[src/rtl/captcha_sequence_recorder.sv]
// Producer side of the CAPTCHA result path: generates six distinct expected serials from an LFSR,
// presents each for a fixed dwell, then records six user selections with reject and undo.
module captcha_sequence_recorder #(
  parameter int unsigned MAX_ROUND         = 6,
  parameter int unsigned SERIAL_MAX        = 16,
  parameter int unsigned IMPOSSIBLE_SERIAL = 31,
  parameter int unsigned SHOW_CYCLES       = 100_000_000,
  parameter logic [7:0]  LFSR_SEED         = 8'hA5
) (
  input  logic       clock,
  input  logic       reset,
  input  logic       start,
  input  logic       restart,
  input  logic       inp_valid,
  input  logic [4:0] inp_serial,
  input  logic       undo,
  output logic       inp_ready,
  output logic       inp_reject,
  output logic       show_valid,
  output logic [4:0] show_serial,
  output logic [2:0] input_count,
  output logic [4:0] first_act,
  output logic [4:0] second_act,
  output logic [4:0] third_act,
  output logic [4:0] fourth_act,
  output logic [4:0] fifth_act,
  output logic [4:0] sixth_act,
  output logic [4:0] first_inp,
  output logic [4:0] second_inp,
  output logic [4:0] third_inp,
  output logic [4:0] fourth_inp,
  output logic [4:0] fifth_inp,
  output logic [4:0] sixth_inp,
  output logic       is_second_part_completed
);

  localparam int unsigned DwellW    = (SHOW_CYCLES > 1) ? $clog2(SHOW_CYCLES) : 1;
  localparam logic [DwellW-1:0] LastDwell = DwellW'(SHOW_CYCLES - 1);
  localparam logic [4:0] NoSerial  = 5'(IMPOSSIBLE_SERIAL);
  localparam logic [4:0] MaxSerial = 5'(SERIAL_MAX);
  localparam logic [2:0] LastSlot  = 3'(MAX_ROUND - 1);

  typedef enum logic [2:0] {StIdle, StGenerate, StShow, StCollect, StDone} state_e;

  state_e            r_state;
  state_e            w_state_next;
  logic [7:0]        r_lfsr;
  logic [4:0]        r_act [MAX_ROUND];
  logic [4:0]        r_inp [MAX_ROUND];
  logic [2:0]        r_gen_idx;
  logic [2:0]        r_show_idx;
  logic [DwellW-1:0] r_dwell;
  logic [2:0]        r_count;
  logic              r_show_valid;
  logic [4:0]        r_show_serial;
  logic              r_reject;
  logic              r_completed;

  logic       w_lfsr_fb;
  logic [4:0] w_cand;
  logic       w_cand_dup;
  logic       w_cand_ok;
  logic       w_dwell_end;
  logic [2:0] w_show_next_idx;
  logic       w_transfer;
  logic       w_accept_inp;

  // Taps for x^8+x^6+x^5+x^4+1, shifting left.
  assign w_lfsr_fb       = r_lfsr[7] ^ r_lfsr[5] ^ r_lfsr[4] ^ r_lfsr[3];
  assign w_cand          = r_lfsr[4:0];
  assign w_cand_ok       = (w_cand <= MaxSerial) && !w_cand_dup;
  assign w_dwell_end     = (r_dwell == LastDwell);
  assign w_show_next_idx = r_show_idx + 3'd1;
  assign inp_ready       = (r_state == StCollect) && (r_count < 3'(MAX_ROUND));
  assign w_transfer      = inp_valid && inp_ready && !undo;
  assign w_accept_inp    = w_transfer && (inp_serial <= MaxSerial);

  always_comb begin
    w_cand_dup = 1'b0;
    for (int i = 0; i < MAX_ROUND; i++) begin
      if ((3'(i) < r_gen_idx) && (r_act[i] == w_cand)) w_cand_dup = 1'b1;
    end
  end

  always_comb begin
    w_state_next = r_state;
    unique case (r_state)
      StIdle:     if (start) w_state_next = StGenerate;
      StGenerate: if (w_cand_ok && (r_gen_idx == LastSlot)) w_state_next = StShow;
      StShow:     if (w_dwell_end && (r_show_idx == LastSlot)) w_state_next = StCollect;
      StCollect:  if (w_accept_inp && (r_count == LastSlot)) w_state_next = StDone;
      StDone:     if (restart) w_state_next = StIdle;
      default:    w_state_next = StIdle;
    endcase
  end

  always_ff @(posedge clock or posedge reset) begin
    if (reset) r_state <= StIdle;
    else       r_state <= w_state_next;
  end

  always_ff @(posedge clock or posedge reset) begin
    if (reset) begin
      r_lfsr        <= LFSR_SEED;
      r_gen_idx     <= 3'd0;
      r_show_idx    <= 3'd0;
      r_dwell       <= '0;
      r_count       <= 3'd0;
      r_show_valid  <= 1'b0;
      r_show_serial <= NoSerial;
      r_reject      <= 1'b0;
      r_completed   <= 1'b0;
      for (int i = 0; i < MAX_ROUND; i++) begin
        r_act[i] <= NoSerial;
        r_inp[i] <= NoSerial;
      end
    end else begin
      r_lfsr   <= {r_lfsr[6:0], w_lfsr_fb};
      r_reject <= 1'b0;
      case (r_state)
        StIdle: begin
          if (start) begin
            r_gen_idx <= 3'd0;
            for (int i = 0; i < MAX_ROUND; i++) begin
              r_act[i] <= NoSerial;
              r_inp[i] <= NoSerial;
            end
          end
        end
        StGenerate: begin
          if (w_cand_ok) begin
            r_act[r_gen_idx] <= w_cand;
            r_gen_idx        <= r_gen_idx + 3'd1;
            if (r_gen_idx == LastSlot) begin
              r_show_idx    <= 3'd0;
              r_dwell       <= '0;
              r_show_valid  <= 1'b1;
              r_show_serial <= r_act[0];
            end
          end
        end
        StShow: begin
          if (w_dwell_end) begin
            r_dwell <= '0;
            if (r_show_idx == LastSlot) begin
              r_show_valid  <= 1'b0;
              r_show_serial <= NoSerial;
            end else begin
              r_show_idx    <= w_show_next_idx;
              r_show_serial <= r_act[w_show_next_idx];
            end
          end else begin
            r_dwell <= r_dwell + 1'b1;
          end
        end
        StCollect: begin
          // Undo wins over a same-cycle offer; the offer is dropped.
          if (undo) begin
            if (r_count != 3'd0) begin
              r_count                <= r_count - 3'd1;
              r_inp[r_count - 3'd1]  <= NoSerial;
            end
          end else if (w_transfer) begin
            if (w_accept_inp) begin
              r_inp[r_count] <= inp_serial;
              r_count        <= r_count + 3'd1;
              if (r_count == LastSlot) r_completed <= 1'b1;
            end else begin
              r_reject <= 1'b1;
            end
          end
        end
        StDone: begin
          if (restart) begin
            r_count     <= 3'd0;
            r_completed <= 1'b0;
            for (int i = 0; i < MAX_ROUND; i++) begin
              r_act[i] <= NoSerial;
              r_inp[i] <= NoSerial;
            end
          end
        end
        default: ;
      endcase
    end
  end

  assign inp_reject               = r_reject;
  assign show_valid               = r_show_valid;
  assign show_serial              = r_show_serial;
  assign input_count              = r_count;
  assign is_second_part_completed = r_completed;
  assign first_act                = r_act[0];
  assign second_act               = r_act[1];
  assign third_act                = r_act[2];
  assign fourth_act               = r_act[3];
  assign fifth_act                = r_act[4];
  assign sixth_act                = r_act[5];
  assign first_inp                = r_inp[0];
  assign second_inp               = r_inp[1];
  assign third_inp                = r_inp[2];
  assign fourth_inp               = r_inp[3];
  assign fifth_inp                = r_inp[4];
  assign sixth_inp                = r_inp[5];

endmodule

[config.mk]
export PLATFORM = sky130hd
export DESIGN_NAME = captcha_sequence_recorder
export DESIGN_NICKNAME = d
export VERILOG_FILES = /design/src/rtl/captcha_sequence_recorder.sv
export SDC_FILE = /design/constraint.sdc
export NUM_CORES = 1
export LEC_CHECK = 0
export ABC_AREA = 0
export CELL_PAD_IN_SITES_DETAIL_PLACEMENT = 1
export CELL_PAD_IN_SITES_GLOBAL_PLACEMENT = 2
export CORE_ASPECT_RATIO = 0.75
export CORE_MARGIN = 5
export CORE_UTILIZATION = 40
export CTS_BUF_LIST = sky130_fd_sc_hd__clkbuf_4
export DETAILED_ROUTE_END_ITERATION = 6
export PLACE_DENSITY_LB_ADDON = 0.3
export RECOVER_POWER = 100
export SLEW_MARGIN = 20
export SYNTH_ARGS = -nofsm -noshare
export SYNTH_HDL_FRONTEND = slang
export SYNTH_SLANG_ARGS = --single-unit
[constraint.sdc]
create_clock -name clock -period 8.9 [get_ports clock]
set_input_delay 2.225 -clock clock [delete_from_list [all_inputs] [get_ports clock]]
set_output_delay 2.225 -clock clock [all_outputs]
set_load 0.03 [all_outputs]
; Word level (Yosys, flattened, before mapping)
; Index checks and enable logic that the tools add are counted.
; W data, S select, Z words.
[classes]
div_mod_pow = 0
mul = 0
addsub = 5
shift = 0
n_eq_ne = 31
n_bitwise = 8
muxes = 69
order_cmp = 16
reduce_logical = 36
[op_table]
columns = cell, n
row1 = $mux W30, 7
row2 = $pmux W30 S3, 2
row3 = $mux W27, 3
row4 = $bwmux W30, 2
row5 = $pmux W27 S2, 1
row6 = $demux W5 S3, 3
row7 = $mux W3, 15
row8 = $mux W5, 9
row9 = $eq A5 B5 Y1, 6
row10 = $or A30 B30 Y30, 1
row11 = $add A27 B1 Y27 const B, 1
row12 = $eq A27 B27 Y1 const B, 1
row13 = $ne A2 B2 Y1 const B, 12
row14 = $reduce_and A5 Y1, 4
row15 = $mux W1, 19
row16 = $pmux W3 S2, 3
row17 = $logic_and A1 B1 Y1, 17
row18 = $ge A4 B4 Y1 const B, 4
row19 = $not A3 Y4, 4
row20 = $bmux W5 S3, 1
row21 = $pmux W3 S5, 1
row22 = $eq A3 B3 Y1 const B, 4
row23 = $lt A4 B1 Y1 const B, 3
row24 = $reduce_and A6 Y1, 2
row25 = 21 further kinds, 40
[totals]
latchBits = 0
romBits = 0
output_inout_bits = 72
ff_bits = 115
wordCells = 187
memories = 0
mem_bits_rw = 0

; Depth between registers and ports, before layout
; Gate-level depths: netlist of run 1.
[logic_depth]
ltp_word = 13
mapped_depth = 10
ltp_nobuf = 8

; Worst setup path before layout of run 1
; OpenSTA, ideal clock, no wires.
[synth_timing]
kind = input -> register
from = input port inp_serial[1]
to = register r_inp, in the netlist fourth_inp[0]
path_stages = 6
arrival_time_ps = 3711
path_slack_ps = 5109
setup_ps = 80
required_ps = 8820
path_cell_list = o41ai_1 > a311oi_1 > a21o_2 > nor2_4 > nand4_1 > o22a_1
[synth_between]
elab_chain_cells = 4
[synth_rtl]
columns = item, line
row1 = "start, declared", 15  ; input logic [4:0] inp_serial,
row2 = $le A5 B5 Y1, 76  ; assign w_accept_inp = w_transfer && (inp_serial <= MaxSerial);
row3 = $logic_and A1 B1 Y1, 76
row4 = $ne A3 B3 Y1 (no line), -
row5 = $reduce_and A6 Y1 (no line), -
row6 = "end signal, assigned by index", 115  ; r_inp[i] <= NoSerial;
row7 = "end signal, assigned by index", 126  ; r_inp[i] <= NoSerial;
row8 = "end signal, assigned by index", 161  ; r_inp[r_count - 3'd1] <= NoSerial;
row9 = "end, declared", 49  ; logic [4:0] r_inp [MAX_ROUND];
; Every way passes these cells.
; A chain may end at the register's enable or synchronous reset.

; Final worst setup path of run 1
; Same ends and word-level chain as after synthesis.

==> impl_metrics.ini, run 1 <==
[run_status]
status = complete, no violations

[worst_setup_path]
r2r_end = r_dwell[3]$_DFFE_PP0P_
critPathSlowestCell = dlygate4sd3_1
critPathCapture = fourth_inp[0]$_DFFE_PP1P_
path_cells = dlygate4sd3_1 -> o41ai_1 -> a311oi_1 -> a21o_1 -> nor2_1 -> nand4_1 -> o22a_1
crit_family = compound AO/OA/AOI/OAI gates
cp_num_buf_inv = 1
required_ns = 9.35
slowest_delay_ns = 0.69
r2r_cells = 8
end_kind = flop
startpoint = inp_serial[1]
critPathArrivalTime_ns = 5.18
criticalPathCategory = primary input to flop
crit_path_max_fanout = 8
r2r_slack_ns = 5.35
crit_cells = 7
rr_startpoint = r_lfsr[2]$_DFF_PP1_
start_kind = primary input

[floorplanning]
core_area_um2 = 14600
rows = 38
dieArea_um2 = 17600
initial_utilization_pct = 41.1
io_pins = 83
die_y_um = 116
die_width_um = 151

[final_layout]
area_growth_pct = 19.7
multi_input_area_um2 = 2840
ff_latch_area_um2 = 2960
final_cells = 860
fill_cells = 1658
n_antenna_cell = 0
final_layout_size_suffix_gt1_share_pct = 17.0
nets = 666

[power_and_ir_drop]
p_leak_uw = 0.00264
ir_drop_uv = 138
switching_power_uw = 1040
powerDensity_nw_per_um2 = 322
pwr-share-comb_pct = 47.1
seqPwrFrac_pct = 36.8
clkPwrFrac_pct = 16.1
intPower_uw = 1270
netSwitchingFraction_pct = 45.1

[synth]
seq_area_frac_synth_pct = 49.4
synth-warning-count = 0
synth.top_cell.area_share_pct = 30.2
async_flop_share_pct = 100
yosys-top-cells-area = dfstp_2 (30%), dfrtp_1 (19%), o21ai_0 (5.0%), o22a_1 (4.4%), a2bb2oi_1 (4.2%)
synthFlopType = dfstp_2
syn_inst = 567
synth.avg_cell_area_um2 = 10.6
yosys-top-cells-count = dfstp_2 (69), o21ai_0 (60), dfrtp_1 (46), nor2_1 (42), nand2_1 (37)
synth_edf_count = 0
netlist_area_um2 = 6000
synth_nets = 586
synth_cell_types = 66
synth_most_common_cell = dfstp_2
synth_top_area_cell = dfstp_2
synth_seq_cells = 115

[clock_tree]
clk_pin_slew_ns = 0.12
htree_levels = 4
cts_sinks = 115
cts_hold_buf = 0
cts_setup_buffers = 0
cts-resized-gates = 0
insertion_delay_ns = 0.54
clockRootBuffer = clkbuf_4
cts_max_path_buffers = 2
cts_inserted_buffers = 17
cts_tree = built

[timing]
tns_ns = 0
max_freq_ghz = 0.212
tightest_slew_ns = 1.42
final-hold-violation-count = 0
skew_ns = 0.0274
grt_setup_unrepaired = false
slew_viol_final = 0
post-route-min-period_ns = 4.73
fin_crit_sh_pct = 53.1
slew_headroom_pct = 5.08
report.final.setup_viol = 0
holdWs_ns = 0.371

[route]
wl_per_cell_um = 20.8
via_per_inst = 5.78
antenna_left = 0
vias = 4968
drcViolationCount = 0
dr.first_iter.drc_count = 290
wirelength_um = 17900
drt_pass1_iterations = 4

[grt]
antenna_found_initial = 0
grt_max_degree = 85
grt_pass1_wl_um = 29700
grtUsageTotal_pct = 21.7
grt_pass1_vias = 5268
grt_overflow = 0

[placed_design]
dpl.cell_count = 828
gp_congestion = 0.823
portBuffers = 82
hpwl_um = 12900

[hold_path]
hp-class = flop to flop

[run]
drv_cap = 0
==> layer usage <==
layer	wire length (um)	track usage [%]
met1	8580	30.9
met2	8420	33.9
met3	701	4.26
met4	177	5.86
met5	0	0
==> stage by stage <==
stage          setup WS [ns]  utilization [%]  power [uW]  area (um2)
6_report                4.17             49.2        2310        7180
5_1_grt                 3.95             49.2        2460        7180
4_1_cts                 4.26             49.7        2400        7250
3_5_place_dp            4.06             47.9        2030        6990
3_3_place_gp            4.17             47.9        1990        6990
2_1_floorplan           3.75                -        1610        6000
==> power by group through the flow <==
stage	sequential (uW)	combinational (uW)	clock (uW)
floorplan	996	613	0
global placement	856	1130	0
detailed placement	863	1160	0
CTS	855	1170	379
global route	872	1180	406
finish	851	1090	372
==> layout by cell type (no fill, tap or decap), types with 3 or more instances in the layout <==
| master | Yosys | routed |
|---|---|---|
| a21oi_1 | 24 | 26 |
| a22oi_1 | 1 | 6 |
| a2bb2oi_1 | 29 | 29 |
| a31oi_1 | 9 | 8 |
| and2_0 | 2 | 3 |
| and2_1 | 4 | 3 |
| and3_1 | 12 | 12 |
| clkbuf_4 | 0 | 19 |
| clkdlybuf4s50_1 | 0 | 7 |
| clkinv_1 | 0 | 3 |
| clkinv_2 | 0 | 5 |
| dfrtp_1 | 46 | 46 |
| dfstp_1 | 0 | 3 |
| dfstp_2 | 69 | 66 |
| dlygate4sd3_1 | 0 | 75 |
| ha_1 | 8 | 8 |
| inv_1 | 8 | 7 |
| mux2_2 | 5 | 3 |
| mux2i_1 | 9 | 9 |
| mux4_2 | 5 | 5 |
| nand2_1 | 37 | 38 |
| nand3_1 | 22 | 22 |
| nand3b_1 | 3 | 3 |
| nand4_1 | 13 | 13 |
| nor2_1 | 42 | 43 |
| nor3_1 | 7 | 8 |
| nor3b_1 | 3 | 3 |
| nor4_1 | 7 | 7 |
| o21ai_0 | 60 | 62 |
| o22a_1 | 30 | 30 |
| o31ai_1 | 6 | 6 |
| o41ai_1 | 3 | 3 |
| xnor2_1 | 16 | 16 |
| xor2_1 | 22 | 22 |
==> state kept, by name (all words and copies together) (netlist names), 3 cells and up <==
signal,cells
r_gen_idx,3
r_show_idx,3
first_inp,5
fifth_act,5
second_act,5
first_act,5
sixth_inp,5
third_inp,5
second_inp,5
r_state,3
r_lfsr,8
third_act,5
fourth_inp,5
fifth_inp,5
show_serial,5
sixth_act,5
fourth_act,5
r_dwell,27
input_count,3
==> worst min-delay path by stage <==
stage / end / depth (start not counted) / start / slack (ns)
2_1_floorplan: r_lfsr[7]$_DFF_PP1_ / 0 / r_lfsr[6]$_DFF_PP0_ / 0.33
3_3_place_gp: r_lfsr[7]$_DFF_PP1_ / 0 / r_lfsr[6]$_DFF_PP0_ / 0.34
3_5_place_dp: r_lfsr[7]$_DFF_PP1_ / 0 / r_lfsr[6]$_DFF_PP0_ / 0.34
5_1_grt: r_lfsr[7]$_DFF_PP1_ / 0 / r_lfsr[6]$_DFF_PP0_ / 0.39
4_1_cts: r_lfsr[7]$_DFF_PP1_ / 0 / r_lfsr[6]$_DFF_PP0_ / 0.37
6_report: r_lfsr[7]$_DFF_PP1_ / 0 / r_lfsr[6]$_DFF_PP0_ / 0.37
==> final cells by class <==
class	instances	area share, %
multi-input cells	421	39.5
inverters	8	0.436
clock buffers	19	1.99
clock inverters	13	1.67
flip-flops and latches	115	41.3
repair buffers	84	11.6
well taps	200	3.49
==> kinds of logic (layout without fill, tap and decap cells) <==
kind of cell | after synthesis | after routing | synth area share (%)
multiplexers | 19 | 19 | 4.32
adder cells (fa/ha/maj) | 8 | 8 | 1.67
XOR/XNOR | 38 | 38 | 5.55
buffers and inverters | 31 | 124 | 2.21
AND/OR/NAND/NOR | 173 | 173 | 15.4
AO/OA/AOI/OAI | 183 | 183 | 21.4
flip-flops | 115 | 115 | 49.4
Note: power is estimated with default switching activity, not from simulation.
==> run 2: changes to the inputs <==
- CORE_UTILIZATION: 40 -> 33
- clock period: 8.9 -> 4 ns (I/O delays scaled with it)
==> run 2 against run 1 <==
Effect of this change: the flow now finishes with violations (max-capacitance violations, max-slew violations); sequential power up 120%; wire length up 1.6%; combinational power up 130%; clock power rose to 2.6 times the previous value; largest power group unchanged.
==> impl_metrics.ini, run 2 (synthesis gave the netlist of run 1 again) <==
[run_status]
status = finished, violations left
violations = max-capacitance violations, max-slew violations

[final_layout]
regMostFlops = r_dwell
nets = 672
top_regs = r_dwell x27, r_lfsr x8
final_cells = 908
area_growth_pct = 22.6
largest_reg_flops = 27
final_cell_mix = dlygate4sd3_1 (74), dfstp_2 (66), o21ai_0 (62), dfrtp_1 (46), nor2_1 (43)
final_layout_size_suffix_gt1_share_pct = 18.6
layout_commonest_cell = dlygate4sd3_1

[clock_tree]
cts_sinks = 115
clk_pin_slew_ns = 0.10
cts_hold_buf = 0
cts_inserted_buffers = 17
cts-resized-gates = 0
insertion_delay_ns = 0.54
cts_tree = built
cts_setup_buffers = 0
htree_levels = 4
cts_max_path_buffers = 2
clockRootBuffer = clkbuf_4

[run]
drv_cap = 1

[worst_setup_path]
crit_family = compound AO/OA/AOI/OAI gates
r2r_cells = 7
critPathArrivalTime_ns = 3.97
end_kind = flop
critPathSlowestCell = dlygate4sd3_1
r2r_slack_ns = 0.84
criticalPathCategory = primary input to flop
cp_num_buf_inv = 1
path_cells = dlygate4sd3_1 -> o41ai_1 -> a311oi_1 -> a21o_1 -> nor2_1 -> nand4_1 -> o22a_1
crit_path_max_fanout = 8
slowest_delay_ns = 0.67
rr_startpoint = r_gen_idx[2]$_DFFE_PP0P_
start_kind = primary input
r2r_end = show_serial[4]$_DFFE_PP1P_
required_ns = 4.46

[grt]
grt_pass1_vias = 5321
grt_overflow = 0
grt_max_degree = 52
grt_pass1_wl_um = 29800
grtUsageTotal_pct = 17.5
antenna_found_initial = 1

[timing]
slew_headroom_pct = -53.8
final-hold-violation-count = 0
holdWs_ns = 0.374
report.final.setup_viol = 0
skew_ns = 0.0237
fin_ws_ns = 0.488
max_freq_ghz = 0.285
post-route-min-period_ns = 3.51
fin_crit_sh_pct = 87.8
slew_viol_final = 52
grt_setup_unrepaired = false
tightest_slew_ns = 2.29
tns_ns = 0

[route]
dr.first_iter.drc_count = 320
drt_pass1_iterations = 4
wirelength_um = 18200
via_per_inst = 5.50
drcViolationCount = 0
wl_per_cell_um = 20.0
antenna_left = 0
vias = 4997

[placed_design]
portBuffers = 82
pre_cts_ws_ns = 0.408
gp_congestion = 0.838
hpwl_um = 13400
dpl.cell_count = 876

[hold_path]
worstHoldEndpoint = r_lfsr[7]$_DFF_PP1_
min_path_cells = 0
hp-class = flop to flop
min-delay-start = r_lfsr[6]$_DFF_PP0_

[floorplanning]
rows = 42
die_width_um = 166
initial_utilization_pct = 33.8
io_pins = 83
die_y_um = 127
core_area_um2 = 17800
dieArea_um2 = 21000

[power_and_ir_drop]
clkPwrFrac_pct = 18.0
intPower_uw = 3000
powerDensity_nw_per_um2 = 727
p_leak_uw = 0.00270
pwr-share-comb_pct = 46.5
switching_power_uw = 2350
netSwitchingFraction_pct = 43.9
ir_drop_uv = 300
seqPwrFrac_pct = 35.5
run 2: layer usage:
metal	vias to the layer above	track usage [%]	part of all wire [%]
met5	-	0	0
met4	0	5.14	1.3
met3	14	4.26	4.6
met2	103	27.9	46
met1	2576	24.0	48
li1	2304	-	-
run 2: how the worst max path moves through the flow:
stage / cells after the start / slack, ns / endpoint / start
floorplan: 1 / 0.07 / inp_reject$_DFF_PP0_ / reset
global placement: 7 / 0.43 / fourth_inp[3]$_DFFE_PP1P_ / inp_serial[0]
detailed placement: 7 / 0.41 / fourth_inp[4]$_DFFE_PP1P_ / inp_serial[0]
CTS: 4 / 0.51 / inp_ready / r_state[2]$_DFFE_PP0P_
global route: 3 / 0.36 / r_lfsr[1]$_DFF_PP0_ / reset
finish: 7 / 0.49 / fourth_inp[4]$_DFFE_PP1P_ / inp_serial[0]
run 2: final cells by class:
type / instances / area, um2
timing repair buffer: 90 / 872
sequential: 115 / 2960
clock buffer: 20 / 150
tap: 242 / 303
fill: 2034 / 10400
antenna: 1 / 2.50
inverter: 8 / 31.3
clock inverter: 11 / 160
multi-input combinational: 421 / 2870
run 2: worst reg2reg max path, cell delays in order, from the launching register on:
cell     delay, ns
dfrtp_1       0.52
or3b_1        0.51
nand4_1       0.12
nor4_1        0.09
nor3_1        0.51
nand2_1       0.35
a21oi_1       0.60
mux2_2        0.40
run 2: power groups by stage:
stage / Sequential (uW) / Combinational (uW) / Clock, uW
3_5_place_dp: 1930 / 2610 / 0
2_1_floorplan: 2220 / 1360 / 0
5_1_grt: 1940 / 2680 / 1050
3_3_place_gp: 1920 / 2550 / 0
6_report: 1900 / 2490 / 964
4_1_cts: 1910 / 2620 / 987
run 2: per-stage QoR:
stage	power (uW)	instance area (um2)	utilization, %
after detailed placement	4540	7090	39.9
after floorplan	3580	6000	-
after global placement	4470	7090	39.9
after CTS	5520	7400	41.7
final	5350	7360	41.4
after global routing	5670	7360	41.4
==> run 3: changes to the inputs <==
- HOLD_SLACK_MARGIN: not set -> 0.02
==> results of run 3 <==
Final layout, timing and power as in run 2 (identical DEF).
